==> config.mk <==
export PLATFORM = sky130hd
export DESIGN_NAME = hazard_unit_flat
export DESIGN_NICKNAME = d
export VERILOG_FILES = /design/src/rtl/hazard_unit_if.sv /design/src/rtl/hazard_unit.sv /design/src/flat_wrapper.sv
export SDC_FILE = /design/constraint.sdc
export NUM_CORES = 1
export LEC_CHECK = 0
export ABC_AREA = 0
export BUFFER_PORTS_ARGS = -buffer_cell sky130_fd_sc_hd__buf_4
export CAP_MARGIN = 5
export CORE_UTILIZATION = 52
export CTS_CLUSTER_DIAMETER = 200
export DETAILED_ROUTE_END_ITERATION = 16
export GPL_TIMING_DRIVEN = 0
export PLACE_DENSITY = 0.79
export SYNTH_ARGS = -nofsm -noshare
export SYNTH_HDL_FRONTEND = slang
export SYNTH_SLANG_ARGS = --single-unit
==> constraint.sdc <==
create_clock -name CLOCK -period 2.15 [get_ports CLOCK]
set_clock_uncertainty 0.05 [all_clocks]
set_input_delay 0.215 -clock CLOCK [delete_from_list [all_inputs] [get_ports CLOCK]]
set_output_delay 0.215 -clock CLOCK [all_outputs]
set_load 0.05 [all_outputs]
==> src/rtl/hazard_unit_if.sv <==
// Decode-side inputs and EX-side forwarding/stall/flush controls of the hazard unit.
// The hazard unit attaches through the slave modport; the pipeline attaches through master.
interface hazard_unit_if;
  logic       validD;
  logic [4:0] rsD;
  logic [4:0] rtD;
  logic       useRsD;
  logic       useRtD;
  logic [4:0] writeRegD;
  logic       regWriteD;
  logic       memToRegD;
  logic       JR_branch_signal;
  logic [1:0] ForwardA;
  logic [1:0] ForwardB;
  logic       StallF;
  logic       StallD;
  logic       FlushD;
  logic       FlushE;

  modport master (
    output validD, rsD, rtD, useRsD, useRtD, writeRegD, regWriteD, memToRegD,
           JR_branch_signal,
    input  ForwardA, ForwardB, StallF, StallD, FlushD, FlushE
  );

  modport slave (
    input  validD, rsD, rtD, useRsD, useRtD, writeRegD, regWriteD, memToRegD,
           JR_branch_signal,
    output ForwardA, ForwardB, StallF, StallD, FlushD, FlushE
  );
endinterface

==> src/rtl/hazard_unit.sv <==
// Hazard detection and forwarding for the five-stage MIPS pipeline: shadows the
// destination of each in-flight instruction, forwards, stalls on load-use, flushes on redirect.
module hazard_unit #(
  parameter int CNT_W = 16
) (
  input  logic             CLOCK,
  input  logic             RESET_N,
  hazard_unit_if.slave     hz,
  output logic [CNT_W-1:0] stall_count,
  output logic [CNT_W-1:0] flush_count
);

  typedef struct packed {
    logic       valid;
    logic       we;
    logic [4:0] rd;
    logic       ld;
  } slot_t;

  slot_t slot_e, slot_m, slot_w;
  slot_t entry_d;
  logic  lu;
  logic  load_entry;
  logic  [1:0] fwd_a_next, fwd_b_next;

  function automatic logic hit(input slot_t s, input logic [4:0] r);
    return s.valid && s.we && (s.rd == r) && (r != 5'd0);
  endfunction

  function automatic logic [1:0] fwd_sel(input logic use_r, input logic [4:0] r,
                                         input slot_t e, input slot_t m);
    logic [1:0] sel;
    sel = 2'b00;
    if (use_r && hit(e, r) && !e.ld) sel = 2'b10;
    else if (use_r && hit(m, r))      sel = 2'b01;
    return sel;
  endfunction

  always_comb begin
    entry_d    = '{valid: hz.validD,
                   we:    hz.regWriteD & hz.validD,
                   rd:    hz.writeRegD,
                   ld:    hz.memToRegD & hz.validD};
    lu         = hz.validD &&
                 ((hz.useRsD && hit(slot_e, hz.rsD) && slot_e.ld) ||
                  (hz.useRtD && hit(slot_e, hz.rtD) && slot_e.ld));
    hz.StallF  = 1'b0;
    hz.StallD  = 1'b0;
    hz.FlushD  = 1'b0;
    hz.FlushE  = 1'b0;
    load_entry = 1'b1;
    // A redirect squashes the decode slot, so any pending load-use is moot.
    if (hz.JR_branch_signal) begin
      hz.FlushD  = 1'b1;
      hz.FlushE  = 1'b1;
      load_entry = 1'b0;
    end else if (lu) begin
      hz.StallF  = 1'b1;
      hz.StallD  = 1'b1;
      hz.FlushE  = 1'b1;
      load_entry = 1'b0;
    end
    fwd_a_next = 2'b00;
    fwd_b_next = 2'b00;
    if (load_entry && hz.validD) begin
      fwd_a_next = fwd_sel(hz.useRsD, hz.rsD, slot_e, slot_m);
      fwd_b_next = fwd_sel(hz.useRtD, hz.rtD, slot_e, slot_m);
    end
  end

  always_ff @(posedge CLOCK or negedge RESET_N) begin
    if (!RESET_N) begin
      slot_e      <= '0;
      slot_m      <= '0;
      slot_w      <= '0;
      hz.ForwardA <= 2'b00;
      hz.ForwardB <= 2'b00;
      stall_count <= '0;
      flush_count <= '0;
    end else begin
      slot_w      <= slot_m;
      slot_m      <= slot_e;
      slot_e      <= load_entry ? entry_d : '0;
      hz.ForwardA <= fwd_a_next;
      hz.ForwardB <= fwd_b_next;
      if (lu && !hz.JR_branch_signal && (stall_count != '1))
        stall_count <= stall_count + 1'b1;
      if (hz.JR_branch_signal && (flush_count != '1))
        flush_count <= flush_count + 1'b1;
    end
  end

  // W is tracked for completeness of the shadow pipe but never forwarded from:
  // the register file is write-before-read.
  logic unused_w;
  assign unused_w = ^slot_w;

endmodule

==> src/flat_wrapper.sv <==
// flat-port wrapper written by rule: the top's interface ports become plain ports
module hazard_unit_flat 
#(
  parameter int CNT_W = 16
)
  (CLOCK, RESET_N, stall_count, flush_count, hz_validD, hz_rsD, hz_rtD, hz_useRsD, hz_useRtD, hz_writeRegD, hz_regWriteD, hz_memToRegD, hz_JR_branch_signal, hz_ForwardA, hz_ForwardB, hz_StallF, hz_StallD, hz_FlushD, hz_FlushE);
  hazard_unit_if hz_i ();
  input  logic CLOCK;
  input  logic RESET_N;
  output logic [CNT_W-1:0] stall_count;
  output logic [CNT_W-1:0] flush_count;
  input wire logic [$bits(hz_i.validD)-1:0] hz_validD;
  input wire logic [$bits(hz_i.rsD)-1:0] hz_rsD;
  input wire logic [$bits(hz_i.rtD)-1:0] hz_rtD;
  input wire logic [$bits(hz_i.useRsD)-1:0] hz_useRsD;
  input wire logic [$bits(hz_i.useRtD)-1:0] hz_useRtD;
  input wire logic [$bits(hz_i.writeRegD)-1:0] hz_writeRegD;
  input wire logic [$bits(hz_i.regWriteD)-1:0] hz_regWriteD;
  input wire logic [$bits(hz_i.memToRegD)-1:0] hz_memToRegD;
  input wire logic [$bits(hz_i.JR_branch_signal)-1:0] hz_JR_branch_signal;
  output wire logic [$bits(hz_i.ForwardA)-1:0] hz_ForwardA;
  output wire logic [$bits(hz_i.ForwardB)-1:0] hz_ForwardB;
  output wire logic [$bits(hz_i.StallF)-1:0] hz_StallF;
  output wire logic [$bits(hz_i.StallD)-1:0] hz_StallD;
  output wire logic [$bits(hz_i.FlushD)-1:0] hz_FlushD;
  output wire logic [$bits(hz_i.FlushE)-1:0] hz_FlushE;
  assign hz_i.validD = hz_validD;
  assign hz_i.rsD = hz_rsD;
  assign hz_i.rtD = hz_rtD;
  assign hz_i.useRsD = hz_useRsD;
  assign hz_i.useRtD = hz_useRtD;
  assign hz_i.writeRegD = hz_writeRegD;
  assign hz_i.regWriteD = hz_regWriteD;
  assign hz_i.memToRegD = hz_memToRegD;
  assign hz_i.JR_branch_signal = hz_JR_branch_signal;
  assign hz_ForwardA = hz_i.ForwardA;
  assign hz_ForwardB = hz_i.ForwardB;
  assign hz_StallF = hz_i.StallF;
  assign hz_StallD = hz_i.StallD;
  assign hz_FlushD = hz_i.FlushD;
  assign hz_FlushE = hz_i.FlushE;
  hazard_unit #(.CNT_W(CNT_W)) u_core (.CLOCK(CLOCK), .RESET_N(RESET_N), .hz(hz_i), .stall_count(stall_count), .flush_count(flush_count));
endmodule
==> impl_metrics.py <==
metrics = {
    "worst_setup_path": {
        "rr_worst_depth": 8,
        "worstSetupPathType": "flip-flop to primary output",
        "crit_path_top_delay_cell": "dfrtp_1",
        "path_common_cell": "buf_6",
        "cp_top_family": "simple AND/OR/NAND/NOR gates",
        "critPathArrivalTime_ns": 1.96,
        "startpoint_type": "flip-flop",
        "cp.depth": 8,
        "slowest_delay_ns": 0.43,
        "endpoint_kind": "primary output",
        "crit_buf_inv": 3,
        "cp.required_ns": 1.88,
        "worstPathMaxFanout": 4,
        "path_cells": "xnor2_1, nand4_1, nor4_4, or2_1, buf_6, and2_4, buf_6, buf_8",
    },
    "synthesis": {
        "ys.flop_type": "dfrtp_1",
        "synth_cell_type_count": 37,
        "synth-simple-area-share": 0.2193,
        "syn_nets": 241,
        "ys_async_sr_fraction": 1.000,
        "syn_area_um2": 2425,
        "synth-compound-area-share": 0.04283,
        "synth_top_family_by_area": "simple AND/OR/NAND/NOR gates",
        "yosys.area_share.xor_xnor": 0.1734,
        "synth_edf_count": 0,
        "yosysSeqAreaShare": 0.5263,
        "synthMuxAreaShare": 0.004644,
        "ys_ff_latch": 51,
        "syn_inst": 216,
        "synth.avg_cell_area_um2": 11.23,
        "synth_warnings": 0,
        "synth_fa_ha_area_frac": 0.01032,
    },
    "detailed_routing": {
        "postRouteAntennaNets": 0,
        "drt_wl_total_mm": 5.048,
        "wl_per_cell_um": 14.55,
        "vias": 1897,
        "dr.pass1.iters": 4,
        "drt_iter0_drc": 94,
        "drc": 0,
        "drt-vias-per-instance": 5.467,
    },
    "status": {
        "violations": "setup timing",
        "status": "complete, but fails checks",
    },
    "layout": {
        "fin_area_um2": 3243,
        "ff_latch_area_um2": 1286,
        "syn_to_final_growth_pct": 33.75,
        "multi_input_area_um2": 1149,
        "n_fill_cell": 321,
        "layout_common_cells": "buf_4, dfrtp_1, xnor2_1, nand3_1, nand2_1",
        "num-nets-final": 319,
        "mostFrequentLayoutCell": "buf_4",
        "antenna_cells": 0,
        "layoutNonFillerInstCount": 347,
        "layout-drive-gt1-share": 0.3661,
    },
    "cts": {
        "cts_tree": "done",
        "clk_latency_ns": 0.31,
        "clkSinkCount": 51,
        "cts_buffer_depth": 2,
        "cts-root-buf": "clkbuf_8",
        "path_clk_slew_ns": 0.09,
        "cts_made_buffers": 5,
        "ctsHtreeMaxLevel": 2,
    },
    "sta": {
        "setup_viol": 3,
        "fin_crit_ns": 2.221,
        "max_freq_mhz": 450.2,
        "finalHoldViolCount": 0,
        "report.final.slew_viol_count": 0,
        "fin_ws_ns": -0.07139,
        "rsz0062_at_grt": "yes",
        "relSlewSlack": 0.5802,
        "tightestPinTransition_ns": 0.6297,
        "period_share": 1.033,
    },
    "place": {
        "dp_slack_ns": -0.1540,
        "dp_hpwl_mm": 3.567,
        "dp.cells": 330,
        "dpl_cell_area_um2": 2975,
        "gp_congestion": 0.8868,
        "port_buffers": 62,
    },
    "die": {
        "die_area_um2": 4940,
        "rows": 24,
        "start_util": 0.5493,
        "design.portCount": 63,
        "die_h_um": 70.29,
        "core_um2": 4414,
        "die_w_um": 70.29,
    },
    "power": {
        "seqPwrFrac": 0.460,
        "p_comb_frac": 0.227,
        "p_clk_frac": 0.314,
        "switching_share": 0.3084,
        "finalPower_mw": 2.453,
        "internal-power_mw": 1.697,
        "p_leak_nw": 1.538,
        "power.switching_mw": 0.7565,
        "powerDensity_nw_per_um2": 756.5,
        "irDropWorstVdd_uv": 1120,
    },
    "global_route": {
        "grt_pass1_wl_mm": 8.466,
        "grt_max_degree": 52,
        "overflow": 0,
        "grt_pass1_vias": 1837,
        "track_usage": 0.2216,
        "antenna_found_initial": 0,
    },
    "worst_hold_path": {
        "min_path_cells": 2,
        "hold_path.class": "input pin to flip-flop",
    },
    "job": {
        "max_cap_violations": 0,
    },
}
power groups by stage:
stage | combinational [mW] | sequential, mW | clock, mW
2_1_floorplan | 0.148 | 1.34 | 0
3_3_place_gp | 0.533 | 1.14 | 0
3_5_place_dp | 0.545 | 1.14 | 0
4_1_cts | 0.559 | 1.13 | 0.782
5_1_grt | 0.591 | 1.14 | 0.822
6_report | 0.556 | 1.13 | 0.769
cell usage after synthesis, types with 3 or more instances:
master | count | area share
a21oi_1 | 6 | 0.012
and2_1 | 7 | 0.018
and3_1 | 8 | 0.021
and4_1 | 3 | 0.011
dfrtp_1 | 51 | 0.53
inv_1 | 4 | 0.0062
nand2_1 | 14 | 0.022
nand3_1 | 15 | 0.031
nand4_1 | 13 | 0.034
nand4_2 | 3 | 0.015
nor2_1 | 10 | 0.015
nor3_1 | 3 | 0.0062
nor3b_1 | 3 | 0.0093
or4_1 | 3 | 0.0093
xnor2_1 | 37 | 0.13
xor2_1 | 11 | 0.040
sequential cells by signal (all words and copies together) (netlist names):
signal	flops
u_core.hz.ForwardB	2
u_core.hz.ForwardA	2
u_core.flush_count	16
u_core.stall_count	16
u_core.slot_m	7
u_core.slot_e	8
area by class of cell:
cell class	instances	area share
clock buffer	6	0.02238
inverter	4	0.004630
tap	52	0.02006
timing repair buffer	71	0.1698
multi-input combinational	156	0.3542
sequential	51	0.3966
clock inverter	2	0.01852
buffer	5	0.01389
path summary, 6_finish.rpt:
kind                                             from                     to  slack (ns)
worst min-delay path                  hz_writeRegD[3]       u_core.slot_e[4]        0.06
worst max register to register  u_core.stall_count[0]  u_core.stall_count[7]        0.13
min in group asynchronous                     RESET_N       u_core.slot_m[4]        0.42
worst max-delay path                 u_core.slot_e[1]              hz_StallF       -0.07
max in group asynchronous                     RESET_N  u_core.stall_count[7]        1.17
worst min register to register       u_core.slot_e[6]       u_core.slot_m[6]        0.34
kinds of logic after synthesis:
logic type,count (synthesis)
and+or+nand+nor,91
muxes,1
buffers and inverters,9
AOI/OAI and AO/OA,14
xor gates and xnor gates,48
DFF,51
adders and majority gates,2
worst reg2reg max path, cell delays in order, from the launching register on:
cell      delay [ns]
dfrtp_2         0.41
ha_1            0.18
and3_1          0.20
nand4_1         0.15
or3_4           0.40
o211ai_1        0.14
buf_4           0.18
nor3_1          0.05
xor2_1          0.14
per-stage QoR:
| stage | utilization | setup TNS [ns] | hold WS [ns] |
|---|---|---|---|
| finish | 0.7347 | -0.1241 | 0.05705 |
| global route | 0.7347 | -0.4695 | 0.04529 |
| CTS | 0.7293 | -0.1543 | 0.05478 |
| detailed placement | 0.6740 | -0.3521 | 0.2215 |
| global placement | 0.6740 | -0.3122 | 0.2236 |
| floorplan | - | -0.02832 | -0.1306 |
what timing repair did:
action | 4_1_cts | 5_1_grt
cloned | 0 | 0
resized for setup | 12 | 3
hold buffers | 1 | 0
endpoints found under the setup margin | 3 | 5
hold endpoints to repair | 51 | 0
setup buffers | 7 | 1
pin swaps | 8 | 1
routing by layer:
| layer | track usage | vias to the layer above | wire length [um] |
|---|---|---|---|
| met2 | 0.3587 | 53 | 2429 |
| met5 | 0 | - | 0 |
| li1 | - | 911 | - |
| met4 | 0.06444 | 0 | 61 |
| met1 | 0.2863 | 925 | 2243 |
| met3 | 0.06782 | 8 | 314 |
(Power assumes the default switching activity.)
